### src/rtl/const_rom_arbiter_if.sv
// ============================================================================
// Module   : const_rom_arbiter_if
// Brief    : Requester / response bundle for the two-port constant ROM arbiter.
// Revision : 1.0
// ============================================================================
`default_nettype none

interface const_rom_arbiter_if #(
  parameter int CNT_W = 8
);
  logic             req0_valid;
  logic [2:0]       req0_idx;
  logic             req0_ready;
  logic             req1_valid;
  logic [2:0]       req1_idx;
  logic             req1_ready;
  logic             rsp_valid;
  logic             rsp_ready;
  logic [15:0]      rsp_data;
  logic             rsp_id;
  logic             rsp_err;
  logic [CNT_W-1:0] served0;
  logic [CNT_W-1:0] served1;

  modport slave (
    input  req0_valid, req0_idx, req1_valid, req1_idx, rsp_ready,
    output req0_ready, req1_ready, rsp_valid, rsp_data, rsp_id, rsp_err,
           served0, served1
  );

  modport master (
    output req0_valid, req0_idx, req1_valid, req1_idx, rsp_ready,
    input  req0_ready, req1_ready, rsp_valid, rsp_data, rsp_id, rsp_err,
           served0, served1
  );
endinterface

`default_nettype wire

### src/rtl/const_rom_arbiter.sv
// ============================================================================
// Module   : const_rom_arbiter
// Brief    : Round-robin arbiter between two requesters for a 6-entry ROM.
// Revision : 1.0
// ============================================================================
`default_nettype none

module const_rom_arbiter #(
  parameter int RR_INIT = 0,
  parameter int CNT_W   = 8
) (
  input  wire logic           sysclk,
  input  wire logic           rst_n,
  const_rom_arbiter_if.slave  bus
);

  typedef enum logic [1:0] {
    ST_IDLE = 2'd0,
    ST_READ = 2'd1,
    ST_RESP = 2'd2
  } state_t;

  localparam logic [CNT_W-1:0] c_cnt_max = '1;

  state_t           r_state;
  logic             r_prio;
  logic             r_id;
  logic [2:0]       r_idx;
  logic [CNT_W-1:0] r_served0;
  logic [CNT_W-1:0] r_served1;
  logic             r_rsp_valid;
  logic [15:0]      r_rsp_data;
  logic             r_rsp_id;
  logic             r_rsp_err;

  logic w_idle;
  logic w_pick1;
  logic w_gnt0;
  logic w_gnt1;

  function automatic logic [15:0] rom_word(input logic [2:0] idx);
    case (idx)
      3'd0:    rom_word = 16'h007B;
      3'd1:    rom_word = 16'h0B77;
      3'd2:    rom_word = 16'hFEF2;
      3'd3:    rom_word = 16'h04D2;
      3'd4:    rom_word = 16'h064A;
      3'd5:    rom_word = 16'h12AF;
      default: rom_word = 16'h0000;
    endcase
  endfunction

  // rst_n is folded in so the readies are forced low for the whole reset.
  assign w_idle  = rst_n && (r_state == ST_IDLE);
  assign w_pick1 = bus.req1_valid && (!bus.req0_valid || r_prio);
  assign w_gnt0  = w_idle && bus.req0_valid && !w_pick1;
  assign w_gnt1  = w_idle && w_pick1;

  always_ff @(posedge sysclk or negedge rst_n) begin
    if (!rst_n) begin
      r_state     <= ST_IDLE;
      r_prio      <= (RR_INIT != 0);
      r_id        <= 1'b0;
      r_idx       <= 3'd0;
      r_served0   <= '0;
      r_served1   <= '0;
      r_rsp_valid <= 1'b0;
      r_rsp_data  <= 16'h0000;
      r_rsp_id    <= 1'b0;
      r_rsp_err   <= 1'b0;
    end else begin
      case (r_state)
        ST_IDLE: begin
          if (w_gnt0 || w_gnt1) begin
            r_idx   <= w_gnt1 ? bus.req1_idx : bus.req0_idx;
            r_id    <= w_gnt1;
            r_prio  <= ~r_prio;
            r_state <= ST_READ;
            if (w_gnt0 && (r_served0 != c_cnt_max)) r_served0 <= r_served0 + 1'b1;
            if (w_gnt1 && (r_served1 != c_cnt_max)) r_served1 <= r_served1 + 1'b1;
          end
        end
        ST_READ: begin
          r_rsp_valid <= 1'b1;
          r_rsp_data  <= rom_word(r_idx);
          r_rsp_id    <= r_id;
          r_rsp_err   <= r_idx[2] & r_idx[1];
          r_state     <= ST_RESP;
        end
        ST_RESP: begin
          // Response fields return to zero together with rsp_valid.
          if (bus.rsp_ready) begin
            r_rsp_valid <= 1'b0;
            r_rsp_data  <= 16'h0000;
            r_rsp_id    <= 1'b0;
            r_rsp_err   <= 1'b0;
            r_state     <= ST_IDLE;
          end
        end
        default: r_state <= ST_IDLE;
      endcase
    end
  end

  assign bus.req0_ready = w_gnt0;
  assign bus.req1_ready = w_gnt1;
  assign bus.rsp_valid  = r_rsp_valid;
  assign bus.rsp_data   = r_rsp_data;
  assign bus.rsp_id     = r_rsp_id;
  assign bus.rsp_err    = r_rsp_err;
  assign bus.served0    = r_served0;
  assign bus.served1    = r_served1;

endmodule

`default_nettype wire

### src/flat_wrapper.sv
// flat-port wrapper written by rule: the top's interface ports become plain ports
module const_rom_arbiter_flat 
#(
  parameter int RR_INIT = 0,
  parameter int CNT_W   = 8
)
  (sysclk, rst_n, bus_req0_valid, bus_req0_idx, bus_req1_valid, bus_req1_idx, bus_rsp_ready, bus_req0_ready, bus_req1_ready, bus_rsp_valid, bus_rsp_data, bus_rsp_id, bus_rsp_err, bus_served0, bus_served1);
  const_rom_arbiter_if #(.CNT_W(CNT_W)) bus_i ();
  input  wire logic sysclk;
  input  wire logic rst_n;
  input wire logic [$bits(bus_i.req0_valid)-1:0] bus_req0_valid;
  input wire logic [$bits(bus_i.req0_idx)-1:0] bus_req0_idx;
  input wire logic [$bits(bus_i.req1_valid)-1:0] bus_req1_valid;
  input wire logic [$bits(bus_i.req1_idx)-1:0] bus_req1_idx;
  input wire logic [$bits(bus_i.rsp_ready)-1:0] bus_rsp_ready;
  output wire logic [$bits(bus_i.req0_ready)-1:0] bus_req0_ready;
  output wire logic [$bits(bus_i.req1_ready)-1:0] bus_req1_ready;
  output wire logic [$bits(bus_i.rsp_valid)-1:0] bus_rsp_valid;
  output wire logic [$bits(bus_i.rsp_data)-1:0] bus_rsp_data;
  output wire logic [$bits(bus_i.rsp_id)-1:0] bus_rsp_id;
  output wire logic [$bits(bus_i.rsp_err)-1:0] bus_rsp_err;
  output wire logic [$bits(bus_i.served0)-1:0] bus_served0;
  output wire logic [$bits(bus_i.served1)-1:0] bus_served1;
  assign bus_i.req0_valid = bus_req0_valid;
  assign bus_i.req0_idx = bus_req0_idx;
  assign bus_i.req1_valid = bus_req1_valid;
  assign bus_i.req1_idx = bus_req1_idx;
  assign bus_i.rsp_ready = bus_rsp_ready;
  assign bus_req0_ready = bus_i.req0_ready;
  assign bus_req1_ready = bus_i.req1_ready;
  assign bus_rsp_valid = bus_i.rsp_valid;
  assign bus_rsp_data = bus_i.rsp_data;
  assign bus_rsp_id = bus_i.rsp_id;
  assign bus_rsp_err = bus_i.rsp_err;
  assign bus_served0 = bus_i.served0;
  assign bus_served1 = bus_i.served1;
  const_rom_arbiter #(.RR_INIT(RR_INIT), .CNT_W(CNT_W)) u_core (.sysclk(sysclk), .rst_n(rst_n), .bus(bus_i));
endmodule
### config.mk
export PLATFORM = sky130hd
export DESIGN_NAME = const_rom_arbiter_flat
export DESIGN_NICKNAME = d
export VERILOG_FILES = /design/src/rtl/const_rom_arbiter_if.sv /design/src/rtl/const_rom_arbiter.sv /design/src/flat_wrapper.sv
export SDC_FILE = /design/constraint.sdc
export NUM_CORES = 1
export LEC_CHECK = 0
export BUFFER_PORTS_ARGS = -buffer_cell sky130_fd_sc_hd__buf_4
export CAP_MARGIN = 20
export CORE_MARGIN = 1
export CORE_UTILIZATION = 47
export CTS_CLUSTER_DIAMETER = 200
export CTS_CLUSTER_SIZE = 24
export DETAILED_ROUTE_END_ITERATION = 16
export PLACE_DENSITY = 0.75
export SYNTH_ARGS = -nofsm -noshare
export SYNTH_HDL_FRONTEND = slang
export SYNTH_SLANG_ARGS = --single-unit
export TNS_END_PERCENT = 10
### constraint.sdc
create_clock -name sysclk -period 1.6 [get_ports sysclk]
set_input_delay 0.08 -clock sysclk [delete_from_list [all_inputs] [get_ports sysclk]]
set_output_delay 0.08 -clock sysclk [all_outputs]
set_load 0.01 [all_outputs]
==> run metrics, run 1 <==
outcome finished clean; post-layout util 66.9%; width of the die 64.8 microns; pwr dens 1860 mW/mm^2; # port buffers 47; H-tree levels 2; CP required 1780 ps; clk_skew 6.33 ps; total chip power 4.61 mW; drt pass-1 iters 4; largest net degree at the start of global routing 41; Final setup viols 0; min-delay src bus_rsp_ready; MaxCap Viol Count 0; syn_area_per_cell 10.9 sq um; crit-path max FO 7; Die Height 64.8 microns; Layout area overhead 34.1%; Final min period 1550 ps; Synth warnings 0; depth of the worst hold-timing path 2; RePlAce Congestion 0.788; Nets 243; Worst setup SP type flop; gr usage total 21.2%; Via density 5.49; IO Pins 48; share of the synthesized area in the top cell type 54.0%; Critical Path Source u_core.r_state[1]; Post-synth top cells 40 x dfrtp_1, 26 x nand2_1, 8 x a21oi_1, 8 x a22o_1, 8 x o21ai_0; Setup crit end kind flop; Leakage Power 1.23 nW; final hold violations 0; number of synthesized flops with an enable pin 0; slew margin rel. 66.5%; drt drc 0; ys flop type dfrtp_1; Synth Instances 170; Vias 1527; vias in the first global route 1447; most common cell in the netlist dfrtp_1; number of max-slew violations in the final report 0; Max Clk Rate 644 MHz; final WL 4080 microns; WP data arrival 1730 ps; Antenna Cells 0; Initial Utilization 49.9%; DRT iter0 DRCs 82; Root Buffer clkbuf_8; clock tree sinks 40; first-pass GRT wire length 6540 microns; clock latency on the worst-skew pair 290 ps; Post-Syn Nets 183; maximum VDD drop 930 uV; TritonCTS clock tree yes; sequential area share after synthesis 54.0%; RSZ-0062 raised after global routing true; crit share post-route 97.1%; Bufs on Longest Clock Path 2; Yosys reg bits 40; layout cells sized above 1 36.5%; initial antenna violation count 0; TritonCTS Buffers 5; CP endpoint u_core.bus.served1[6]; post-synth cell types 37; R2R depth 6; fill cell count 308; Worst Hold Class in -> reg; GR Overflow Total 0; origin of the critical flop-to-flop path u_core.r_state[1]; DR WL/cell 14.7 microns; dpl hpwl 3020 microns; Async SR Flop Fraction 100%; total negative setup slack 0 ps; largest area contributor in the netlist dfrtp_1; top cells by area, synth dfrtp_1 54%, nand2_1 5.3%, a22o_1 3.8%; clock transition at the registers of the reported paths 70 ps; reg-to-reg slack, setup 50 ps; non-filler cells, final 278; Least-Margin Pin Slew 502 ps; die area 0.00420 sq mm; critical path type reg -> reg; Post-Place Cells 268; placed cell area 0.00231 sq mm; Syn Std Cell Area 0.00185 sq mm; R2R Path End u_core.bus.served1[6]; DRT antenna net count 0; row cnt 22; Core Region 0.00372 sq mm; fin area 0.00249 sq mm
[state kept, by name, summed over array words and instances, names as in the netlist]
signal                flops
u_core.r_idx              3
u_core.bus.served0        8
u_core.r_state            2
u_core.bus.rsp_data      14
u_core.bus.served1        8
u_core.r_id               1
u_core.bus.rsp_err        1
u_core.r_prio             1
u_core.bus.rsp_id         1
u_core.bus.rsp_valid      1
[final cells by class]
cell class                      count  area, sq um  share of cell area (%)
Timing Repair Buffer               61          464                    18.7
Tap cell                           48         60.1                    2.41
Clock inverter                      2         60.1                    2.41
Clock buffer                        5         68.8                    2.77
Multi-Input combinational cell    118          812                    32.6
Sequential cell                    40         1000                    40.2
Inverter                            4         21.3                   0.855
[per-layer routing]
layer,track usage [%],up-vias,share of wire (%),wire (microns)
li1,-,719,-,-
met4,7.50,0,1.3,55
met1,24.0,756,39,1600
met3,6.34,6,5.8,238
met5,0,-,0,0
met2,37.4,46,54,2180
[power breakdown]
group          total, mW  switching [mW]  internal (mW)
clock              0.951           0.337          0.614
combinational       1.91           0.909           1.00
sequential          1.75           0.367           1.38
[through the flow]
stage	hold slack (ps)	setup WS (ps)
6_report	34.0	46.0
5_1_grt	27.3	-52.3
4_1_cts	2.72	21.4
3_5_place_dp	188	-23.7
3_3_place_gp	184	60.9
2_1_floorplan	-216	17.1
[cell families after synthesis]
group                      after synthesis  synth area share [%]
adders and majority gates                2                  1.35
muxes                                   10                  6.01
AOI/OAI and AO/OA                       31                  11.3
buffers and inverters                   12                  3.24
DFF                                     40                  54.0
xor gates and xnor gates                 9                  4.25
and+or+nand+nor                         66                  19.8
[critical path, cell delays in order, from the launching register on]
cell and delay [ps]:
dfrtp_1 410, nor3b_4 310, buf_6 160, nand3_4 80
clkinv_4 80, nand4_1 110, mux2_2 280
[placed cells by master (no fill, tap or decap), drive strengths merged, types with 3 or more instances in the layout]
cell and instances:
buf 60, dfrtp 40, nand2 26, a21oi 9, mux2 9, o21ai 8
a22o 8, nand2b 7, nor2 7, nand4 7, xor2 6, clkbuf 5
nand3 5, and3 4, xnor2 3
[how the worst min path moves through the flow]
| stage | slack [ps] | to |
|---|---|---|
| 3_5_place_dp | 190 | u_core.bus.rsp_data[9] |
| 2_1_floorplan | -220 | u_core.bus.rsp_data[0] |
| 4_1_cts | 3 | u_core.r_state[1] |
| 3_3_place_gp | 180 | u_core.bus.rsp_valid |
| 6_report | 30 | u_core.r_state[1] |
| 5_1_grt | 30 | u_core.r_state[1] |
[what timing repair did]
action                                  4_1_cts  5_1_grt
pin swaps                                     1        3
gates resized for setup                       2        5
buffers inserted                              2        0
endpoints found under the setup margin        5       10
hold buffers                                  1        0
endpoints found under the hold margin        40        0
Note: power is estimated with default switching activity, not from simulation.
==> run 2: changes to the inputs <==
Settings changed: RECOVER_POWER from default to 25.
==> run 2 against run 1 <==
Effect of this change: core utilization shrank 0.067 points; sequential cell count unchanged; combinational power is essentially flat; clock skew about the same; maximum frequency is essentially flat; setup slack improved by 0.90 ps; sequential share of layout area barely moved; final cell count unchanged; worst hold slack lost 3.5 ps; clock power about the same; via count shrank 0.39%; critical endpoint unchanged; largest cell class unchanged.
==> run metrics, run 2 (same netlist as run 1, synthesis figures left out) <==
drt drc 0 (unchanged); clock tree sinks 40 (unchanged); commonest non-fill, non-tap cell in the layout buf_4; Root Buffer clkbuf_8; outcome finished clean; CP required 1780 ps (about the same); first-pass GRT wire length 6540 microns (unchanged); final WL 4070 microns (-0.29%); GR Overflow Total 0 (unchanged); RePlAce Congestion 0.788 (unchanged); width of the die 64.8 microns (unchanged); WP data arrival 1730 ps (about the same); Setup crit end kind flop; dpl hpwl 3020 microns (unchanged); clk_skew 5.85 ps (-0.470 ps); total chip power 4.61 mW (about the same); non-filler cells, final 278 (unchanged); vias in the first global route 1447 (unchanged); pwr dens 1860 mW/mm^2 (about the same); RSZ-0062 raised after global routing true; number of max-slew violations in the final report 0 (unchanged); Max Clk Rate 644 MHz (about the same); total negative setup slack 0 ps (unchanged); DRT antenna net count 0 (unchanged); Layout area overhead 34.0%; maximum VDD drop 930 uV (about the same); Vias 1521 (-0.39%); gr usage total 21.2% (unchanged); slew margin rel. 36.3% (-30 points); Place WS -23.7 ps (unchanged); largest net degree at the start of global routing 41 (unchanged); IO Pins 48 (unchanged); Antenna Cells 0 (unchanged); die area 0.00420 sq mm (unchanged); reg-to-reg slack, setup 50 ps (about the same); max reg flops 14 (unchanged); Initial Utilization 49.9% (unchanged); MaxCap Viol Count 0 (unchanged); TritonCTS clock tree yes; H-tree levels 2 (unchanged); DRT iter0 DRCs 88 (+7.3%); Bufs on Longest Clock Path 2 (unchanged); Nets 243 (unchanged); TritonCTS Buffers 5 (unchanged); Die Height 64.8 microns (unchanged); Least-Margin Pin Slew 955 ps (+453 ps); clock transition at the registers of the reported paths 70 ps (about the same); Core Region 0.00372 sq mm (unchanged); drt pass-1 iters 4 (unchanged); Cell Chain, Critical Path nor3b_4 > buf_6 > nand3_4 > clkinv_4 > nand4_1 > mux2_2; DR WL/cell 14.6 microns (-0.29%); peak per-stage delay on the critical path 410 ps (about the same); # port buffers 47 (unchanged); clock latency on the worst-skew pair 290 ps (about the same); Final min period 1550 ps (-0.899 ps); crit-path max FO 7 (unchanged); Worst path slowest cell dfrtp_1; final hold violations 0 (unchanged); row cnt 22 (unchanged); Post-Place Cells 268 (unchanged); Worst setup SP type flop; crit share post-route 97.1% (about the same); critical path type reg -> reg; initial antenna violation count 0 (unchanged); Leakage Power 1.23 nW (about the same); Final setup viols 0 (unchanged); Worst Setup Slack, final 46.9 ps (+0.899 ps); Worst Hold Class in -> reg; layout cells sized above 1 36.5% (unchanged); post-layout util 66.9% (-0.067 points); most frequent cells in the layout 58 x buf_4, 40 x dfrtp_1, 25 x nand2_1; Via density 5.47 (-0.39%)
[run 2: cell count changes in the layout (fill, tap and decap cells not counted)]
cell,previous run,this run
clkbuf_2,0,1
buf_4,59,58
[run 2: power breakdown]
group	total, mW	leakage [nW]	switching (mW)	internal [mW]
combinational	1.91	0.651	0.907	1.00
clock	0.953	0.0642	0.339	0.614
sequential	1.75	0.513	0.366	1.38
[run 2: final timing paths]
kind                                       from                     end  cells past startpoint
max in group asynchronous                 rst_n   u_core.bus.served0[7]                      3
hold reg to reg            u_core.bus.rsp_valid    u_core.bus.rsp_valid                      2
min in group asynchronous                 rst_n  u_core.bus.rsp_data[9]                      3
setup / recovery              u_core.r_state[1]   u_core.bus.served1[6]                      6
hold / removal                    bus_rsp_ready       u_core.r_state[1]                      2
setup reg to reg              u_core.r_state[1]   u_core.bus.served1[6]                      6
[run 2: what timing repair did]
action	in CTS	in global routing
buffers inserted	2	0
hold endpoints to repair	40	0
endpoints found under the setup margin	5	10
resized for setup	2	5
pin swaps	1	3
hold buffers	1	0
[run 2: area by class of cell]
| type | count | area [sq um] |
|---|---|---|
| clock buffers | 5 | 68.8 |
| clock inverters | 2 | 60.1 |
| fillers | 309 | 1230 |
| inverters | 4 | 21.3 |
| multi-input cells | 118 | 812 |
| flip-flops and latches | 40 | 1000 |
| well taps | 48 | 60.1 |
| repair buffers | 61 | 462 |
[run 2: worst max-delay path: cells and delay by family, from the launching register on]
family                 cells  cell delay [ps]
flip-flops                 1              410
multiplexers               1              280
buffers and inverters      2              240
AND/OR/NAND/NOR            3              500
[run 2: through the flow]
stage / hold slack (ps) / instance area [sq um]
after global routing: 27.3 / 2480
after global placement: 184 / 2310
final: 30.5 / 2480
after floorplan: -216 / 1850
after CTS: 2.72 / 2470
after detailed placement: 188 / 2310
[run 2: routing by layer]
layer / GRT usage, % / up-vias / share of wire (%)
li1: - / 718 / -
met1: 24.0 / 753 / 39
met2: 37.4 / 44 / 54
met3: 6.34 / 6 / 5.5
met4: 7.50 / 0 / 1.3
met5: 0 / - / 0
